<file path="config.mk">
export PLATFORM = sky130hd
export DESIGN_NAME = mem_sorter_flat
export DESIGN_NICKNAME = d
export VERILOG_FILES = /design/src/rtl/mem_sorter_if.sv /design/src/rtl/mem_sorter.sv /design/src/flat_wrapper.sv
export SDC_FILE = /design/constraint.sdc
export NUM_CORES = 1
export LEC_CHECK = 0
export BUFFER_PORTS_ARGS = -buffer_cell sky130_fd_sc_hd__buf_4
export CAP_MARGIN = 30
export CORE_MARGIN = 1.5
export CORE_UTILIZATION = 40
export DETAILED_ROUTE_END_ITERATION = 16
export PLACE_DENSITY = 0.65
export SYNTH_ARGS = -nofsm -noshare
export SYNTH_HDL_FRONTEND = slang
export SYNTH_SLANG_ARGS = --single-unit
</file>
<file path="constraint.sdc">
create_clock -name clk -period 2.79 [get_ports clk]
set_input_delay 0.6975 -clock clk [delete_from_list [all_inputs] [get_ports clk]]
set_output_delay 0.6975 -clock clk [all_outputs]
set_load 0.03 [all_outputs]
</file>
<file path="src/rtl/mem_sorter_if.sv">
// Control and data-memory port bundle for the in-place memory sorter.
// master drives start/length and returns read data; slave is the sorter.
interface mem_sorter_if;
    logic       start;
    logic [4:0] length;
    logic [3:0] mem_addr;
    logic [7:0] mem_wdata;
    logic       mem_we;
    logic [7:0] mem_rdata;
    logic       busy;
    logic       done;
    logic [7:0] swap_count;

    modport master (
        output start, length, mem_rdata,
        input  mem_addr, mem_wdata, mem_we, busy, done, swap_count
    );

    modport slave (
        input  start, length, mem_rdata,
        output mem_addr, mem_wdata, mem_we, busy, done, swap_count
    );
endinterface

</file>
<file path="src/rtl/mem_sorter.sv">
// In-place ascending bubble sort (early exit) over a 16x8 memory,
// one memory access per cycle through a single read/write port.
module mem_sorter (
    input  logic         clk,
    input  logic         rst,
    mem_sorter_if.slave  sif
);
    typedef enum logic [2:0] {
        IDLE, LOAD_A, LOAD_B, WRITE_LO, WRITE_HI, PASS_END, DONE
    } state_e;

    state_e     state_q, state_d;
    logic [3:0] j_q, j_d;
    logic [3:0] limit_q, limit_d;
    logic       swapped_q, swapped_d;
    logic [7:0] a_q, a_d;
    logic [7:0] b_q, b_d;
    logic [7:0] cnt_q, cnt_d;
    logic       last_cmp;

    // j never exceeds 14, so j+1 fits in 4 bits
    assign last_cmp = (j_q + 4'd1) == limit_q;

    always_comb begin
        state_d       = state_q;
        j_d           = j_q;
        limit_d       = limit_q;
        swapped_d     = swapped_q;
        a_d           = a_q;
        b_d           = b_q;
        cnt_d         = cnt_q;
        sif.mem_addr  = 4'd0;
        sif.mem_wdata = 8'd0;
        sif.mem_we    = 1'b0;
        unique case (state_q)
            IDLE: begin
                if (sif.start) begin
                    cnt_d = 8'd0;
                    if (sif.length < 5'd2) begin
                        state_d = DONE;
                    end else begin
                        limit_d   = sif.length[4] ? 4'd15
                                                  : sif.length[3:0] - 4'd1;
                        j_d       = 4'd0;
                        swapped_d = 1'b0;
                        state_d   = LOAD_A;
                    end
                end
            end
            LOAD_A: begin
                sif.mem_addr = j_q;
                a_d          = sif.mem_rdata;
                state_d      = LOAD_B;
            end
            LOAD_B: begin
                sif.mem_addr = j_q + 4'd1;
                b_d          = sif.mem_rdata;
                if (a_q > sif.mem_rdata) begin
                    swapped_d = 1'b1;
                    cnt_d     = cnt_q + 8'd1;
                    state_d   = WRITE_LO;
                end else if (last_cmp) begin
                    state_d = PASS_END;
                end else begin
                    j_d     = j_q + 4'd1;
                    state_d = LOAD_A;
                end
            end
            WRITE_LO: begin
                sif.mem_addr  = j_q;
                sif.mem_wdata = b_q;
                sif.mem_we    = 1'b1;
                state_d       = WRITE_HI;
            end
            WRITE_HI: begin
                sif.mem_addr  = j_q + 4'd1;
                sif.mem_wdata = a_q;
                sif.mem_we    = 1'b1;
                if (last_cmp) begin
                    state_d = PASS_END;
                end else begin
                    j_d     = j_q + 4'd1;
                    state_d = LOAD_A;
                end
            end
            PASS_END: begin
                if (!swapped_q || limit_q == 4'd1) begin
                    state_d = DONE;
                end else begin
                    limit_d   = limit_q - 4'd1;
                    j_d       = 4'd0;
                    swapped_d = 1'b0;
                    state_d   = LOAD_A;
                end
            end
            DONE:    state_d = IDLE;
            default: state_d = IDLE;
        endcase
    end

    always_ff @(posedge clk) begin
        if (rst) begin
            state_q   <= IDLE;
            j_q       <= 4'd0;
            limit_q   <= 4'd0;
            swapped_q <= 1'b0;
            a_q       <= 8'd0;
            b_q       <= 8'd0;
            cnt_q     <= 8'd0;
        end else begin
            state_q   <= state_d;
            j_q       <= j_d;
            limit_q   <= limit_d;
            swapped_q <= swapped_d;
            a_q       <= a_d;
            b_q       <= b_d;
            cnt_q     <= cnt_d;
        end
    end

    assign sif.busy       = state_q != IDLE;
    assign sif.done       = state_q == DONE;
    assign sif.swap_count = cnt_q;
endmodule

</file>
<file path="src/flat_wrapper.sv">
// flat-port wrapper written by rule: the top's interface ports become plain ports
module mem_sorter_flat 
  (clk, rst, sif_start, sif_length, sif_mem_rdata, sif_mem_addr, sif_mem_wdata, sif_mem_we, sif_busy, sif_done, sif_swap_count);
  mem_sorter_if sif_i ();
  input  logic clk;
  input  logic rst;
  input wire logic [$bits(sif_i.start)-1:0] sif_start;
  input wire logic [$bits(sif_i.length)-1:0] sif_length;
  input wire logic [$bits(sif_i.mem_rdata)-1:0] sif_mem_rdata;
  output wire logic [$bits(sif_i.mem_addr)-1:0] sif_mem_addr;
  output wire logic [$bits(sif_i.mem_wdata)-1:0] sif_mem_wdata;
  output wire logic [$bits(sif_i.mem_we)-1:0] sif_mem_we;
  output wire logic [$bits(sif_i.busy)-1:0] sif_busy;
  output wire logic [$bits(sif_i.done)-1:0] sif_done;
  output wire logic [$bits(sif_i.swap_count)-1:0] sif_swap_count;
  assign sif_i.start = sif_start;
  assign sif_i.length = sif_length;
  assign sif_i.mem_rdata = sif_mem_rdata;
  assign sif_mem_addr = sif_i.mem_addr;
  assign sif_mem_wdata = sif_i.mem_wdata;
  assign sif_mem_we = sif_i.mem_we;
  assign sif_busy = sif_i.busy;
  assign sif_done = sif_i.done;
  assign sif_swap_count = sif_i.swap_count;
  mem_sorter u_core (.clk(clk), .rst(rst), .sif(sif_i));
endmodule
</file>
==> results.cfg <==
[critical_path]
r2r-start = u_core.state_q[1]
critPathLaunch = u_core.state_q[1]
critical_path_depth = 4
path_delay_family = flip-flops
start_kind = register
critical_path_class = reg -> out
worstPathRequired_ns = 2.09
ff2ff_path_depth = 5
worstSetupEndpointType = primary output
crit_buf_inv = 1
worstPathArrival_ns = 1.87
path_cells = xor2_1, nor2b_1, a32o_1, buf_4
critPathMaxStageDelay_ns = 0.67
cp_max_fo = 14
reg2reg_slack_ns = 0.48
crit_slowest_cell = dfxtp_1

[routing]
vias = 2117
via_per_inst = 5.35
drt-total-wl_um = 5230
drtIter0Drc = 97
routedWlPerCell_um = 13.2
drc = 0
first_pass_iters = 4
final_antenna_net_count = 0

[logic_synthesis]
ys_types = 53
synthDominantCellAreaShare = 0.322
ys_top_cells_by_area = dfxtp_1, nand2_1, a21oi_1, ha_1, o21ai_0
async_flop_share = 0
dominantRegCellSynth = dfxtp_1
synth_cells = 288
yosys_warnings = 0
synth.net_count = 317
ys_seq_area_frac = 0.322
synth_edf_count = 0
synth_top_area_cell = dfxtp_1
syn_area_mm2 = 0.00224
syn_avg_cell_area_um2 = 7.76
ys_ff_latch = 36

[job]
maxCapViolCount = 0

[sta]
relSlewSlack = 0.626
hold_viol_final = 0
clock_skew_ns = 0.00557
clock.fmax_mhz = 389
fin_crit_ns = 2.57
setup-violations-final = 0
drv_slew = 0
rsz0062_at_grt = false
fin_crit_sh = 0.920
fin_setup_tns_ns = 0
worstMarginPinSlew_ns = 0.557

[clock_network]
clkSinkCount = 36
post-cts-setup-buffers = 0
path_clk_slew_ns = 0.07
cts_max_path_buffers = 2
numCtsBuffers = 5
cts_tree = yes
root_buffer = clkbuf_8
clock_latency_ns = 0.28
htreeDepth = 2

[grt]
grt_first_pass_wirelength_um = 8970
grt_pass1_vias = 2016
grtUsageTotal = 0.183
globalRouteOverflowTotal = 0
grt_max_degree = 29
antenna_found_initial = 0

[hold_path]
hold_class = reg -> reg
hold_path.startpoint = u_core.b_q[0]
hold_path_depth = 2

[power_and_ir_drop]
vdd_ir_drop_max_mv = 0.255
p_per_area_mw_per_mm2 = 438
total_power_mw = 1.16
p_leak_nw = 1.12

[die]
num_rows = 27
die_w_um = 77.8
die_h_um = 77.8
die-area_mm2 = 0.00605
core_area_mm2 = 0.00544
ios = 39
initial_core_util = 0.411

[placement]
dp_cells = 389
place_congestion = 0.801
hpwlAfterDp_um = 3810
portBuffers = 38

[layout]
finish.net_count = 353
instances_no_fill = 396
utilization = 0.489
final_cell_mix = nand2_1, buf_4, dfxtp_1
final_common_cell = nand2_1
diodes = 0
drive_above_1_share = 0.185
areaGrowthSynthToFinish_pct = 18.9

[outcome]
status = finished, final reports clean
through the flow:
stage,worst slack [ns],area [µm²],hold WS [ns]
final,0.222,2660,0.462
after global routing,0.0301,2660,0.498
after CTS,0.116,2650,0.462
after detailed placement,0.194,2570,0.452
after global placement,0.273,2570,0.444
after floorplan,0.388,2240,0.437
final timing paths:
path | endpoint
max | sif_mem_addr[1]
min | u_core.b_q[0]
max reg2reg | u_core.sif.swap_count[6]
min reg2reg | u_core.b_q[0]
tightest hold or removal path, delay by kind of cell, from the launching register on:
| kind | cells | cell delay, ns |
|---|---|---|
| flip-flops | 1 | 0.31 |
| AND/OR/NAND/NOR | 1 | 0.05 |
| AO/OA/AOI/OAI | 1 | 0.05 |
synthesized netlist by cell type (4+ instances only):
cell / number
o21ai_0: 18
ha_1: 13
or3_1: 9
nor2_1: 14
a21oi_1: 34
clkbuf_1: 7
nand2_1: 51
dfxtp_1: 36
nor3_1: 6
a22o_1: 8
inv_1: 18
xnor2_1: 4
nand3_1: 5
sequential cells by signal, summed over array words and instances, names as in the netlist:
signal and count:
u_core.sif.swap_count 8, u_core.a_q 8, u_core.j_q 4, u_core.swapped_q 1, u_core.b_q 8, u_core.state_q 3, u_core.limit_q 4
layer usage:
layer | vias up | routed length (µm) | track usage
met5 | - | 0 | 0
met4 | 0 | 55 | 0.0491
met3 | 7 | 203 | 0.0388
met2 | 42 | 2490 | 0.303
met1 | 979 | 2490 | 0.241
li1 | 1089 | - | -
cell families after synthesis:
family                     Yosys count  synth area share
DFF                                 36             0.322
buffers and inverters               33            0.0649
and+or+nand+nor                    110             0.249
adders and majority gates           13            0.0727
AOI/OAI and AO/OA                   86             0.245
muxes                                2           0.00895
xor gates and xnor gates             8            0.0375
what timing repair did:
item	in CTS	in global routing
hold buffers	0	0
gates resized for setup	0	1
endpoints found under the setup margin	0	6
layout make-up:
cell class              count  area (µm²)
clock buffers               6        72.6
clock inverters             1        5.00
fillers                   547        2780
inverters                  19        71.3
multi-input cells         219        1380
flip-flops and latches     36         721
well taps                  72        90.1
repair buffers             43         323
power by group:
| group | total (mW) | internal [mW] | switching [mW] |
|---|---|---|---|
| Combinational | 0.248 | 0.101 | 0.147 |
| Sequential | 0.567 | 0.539 | 0.0279 |
| Clock | 0.349 | 0.170 | 0.179 |
No activity file was read; power rests on OpenSTA's default activity.
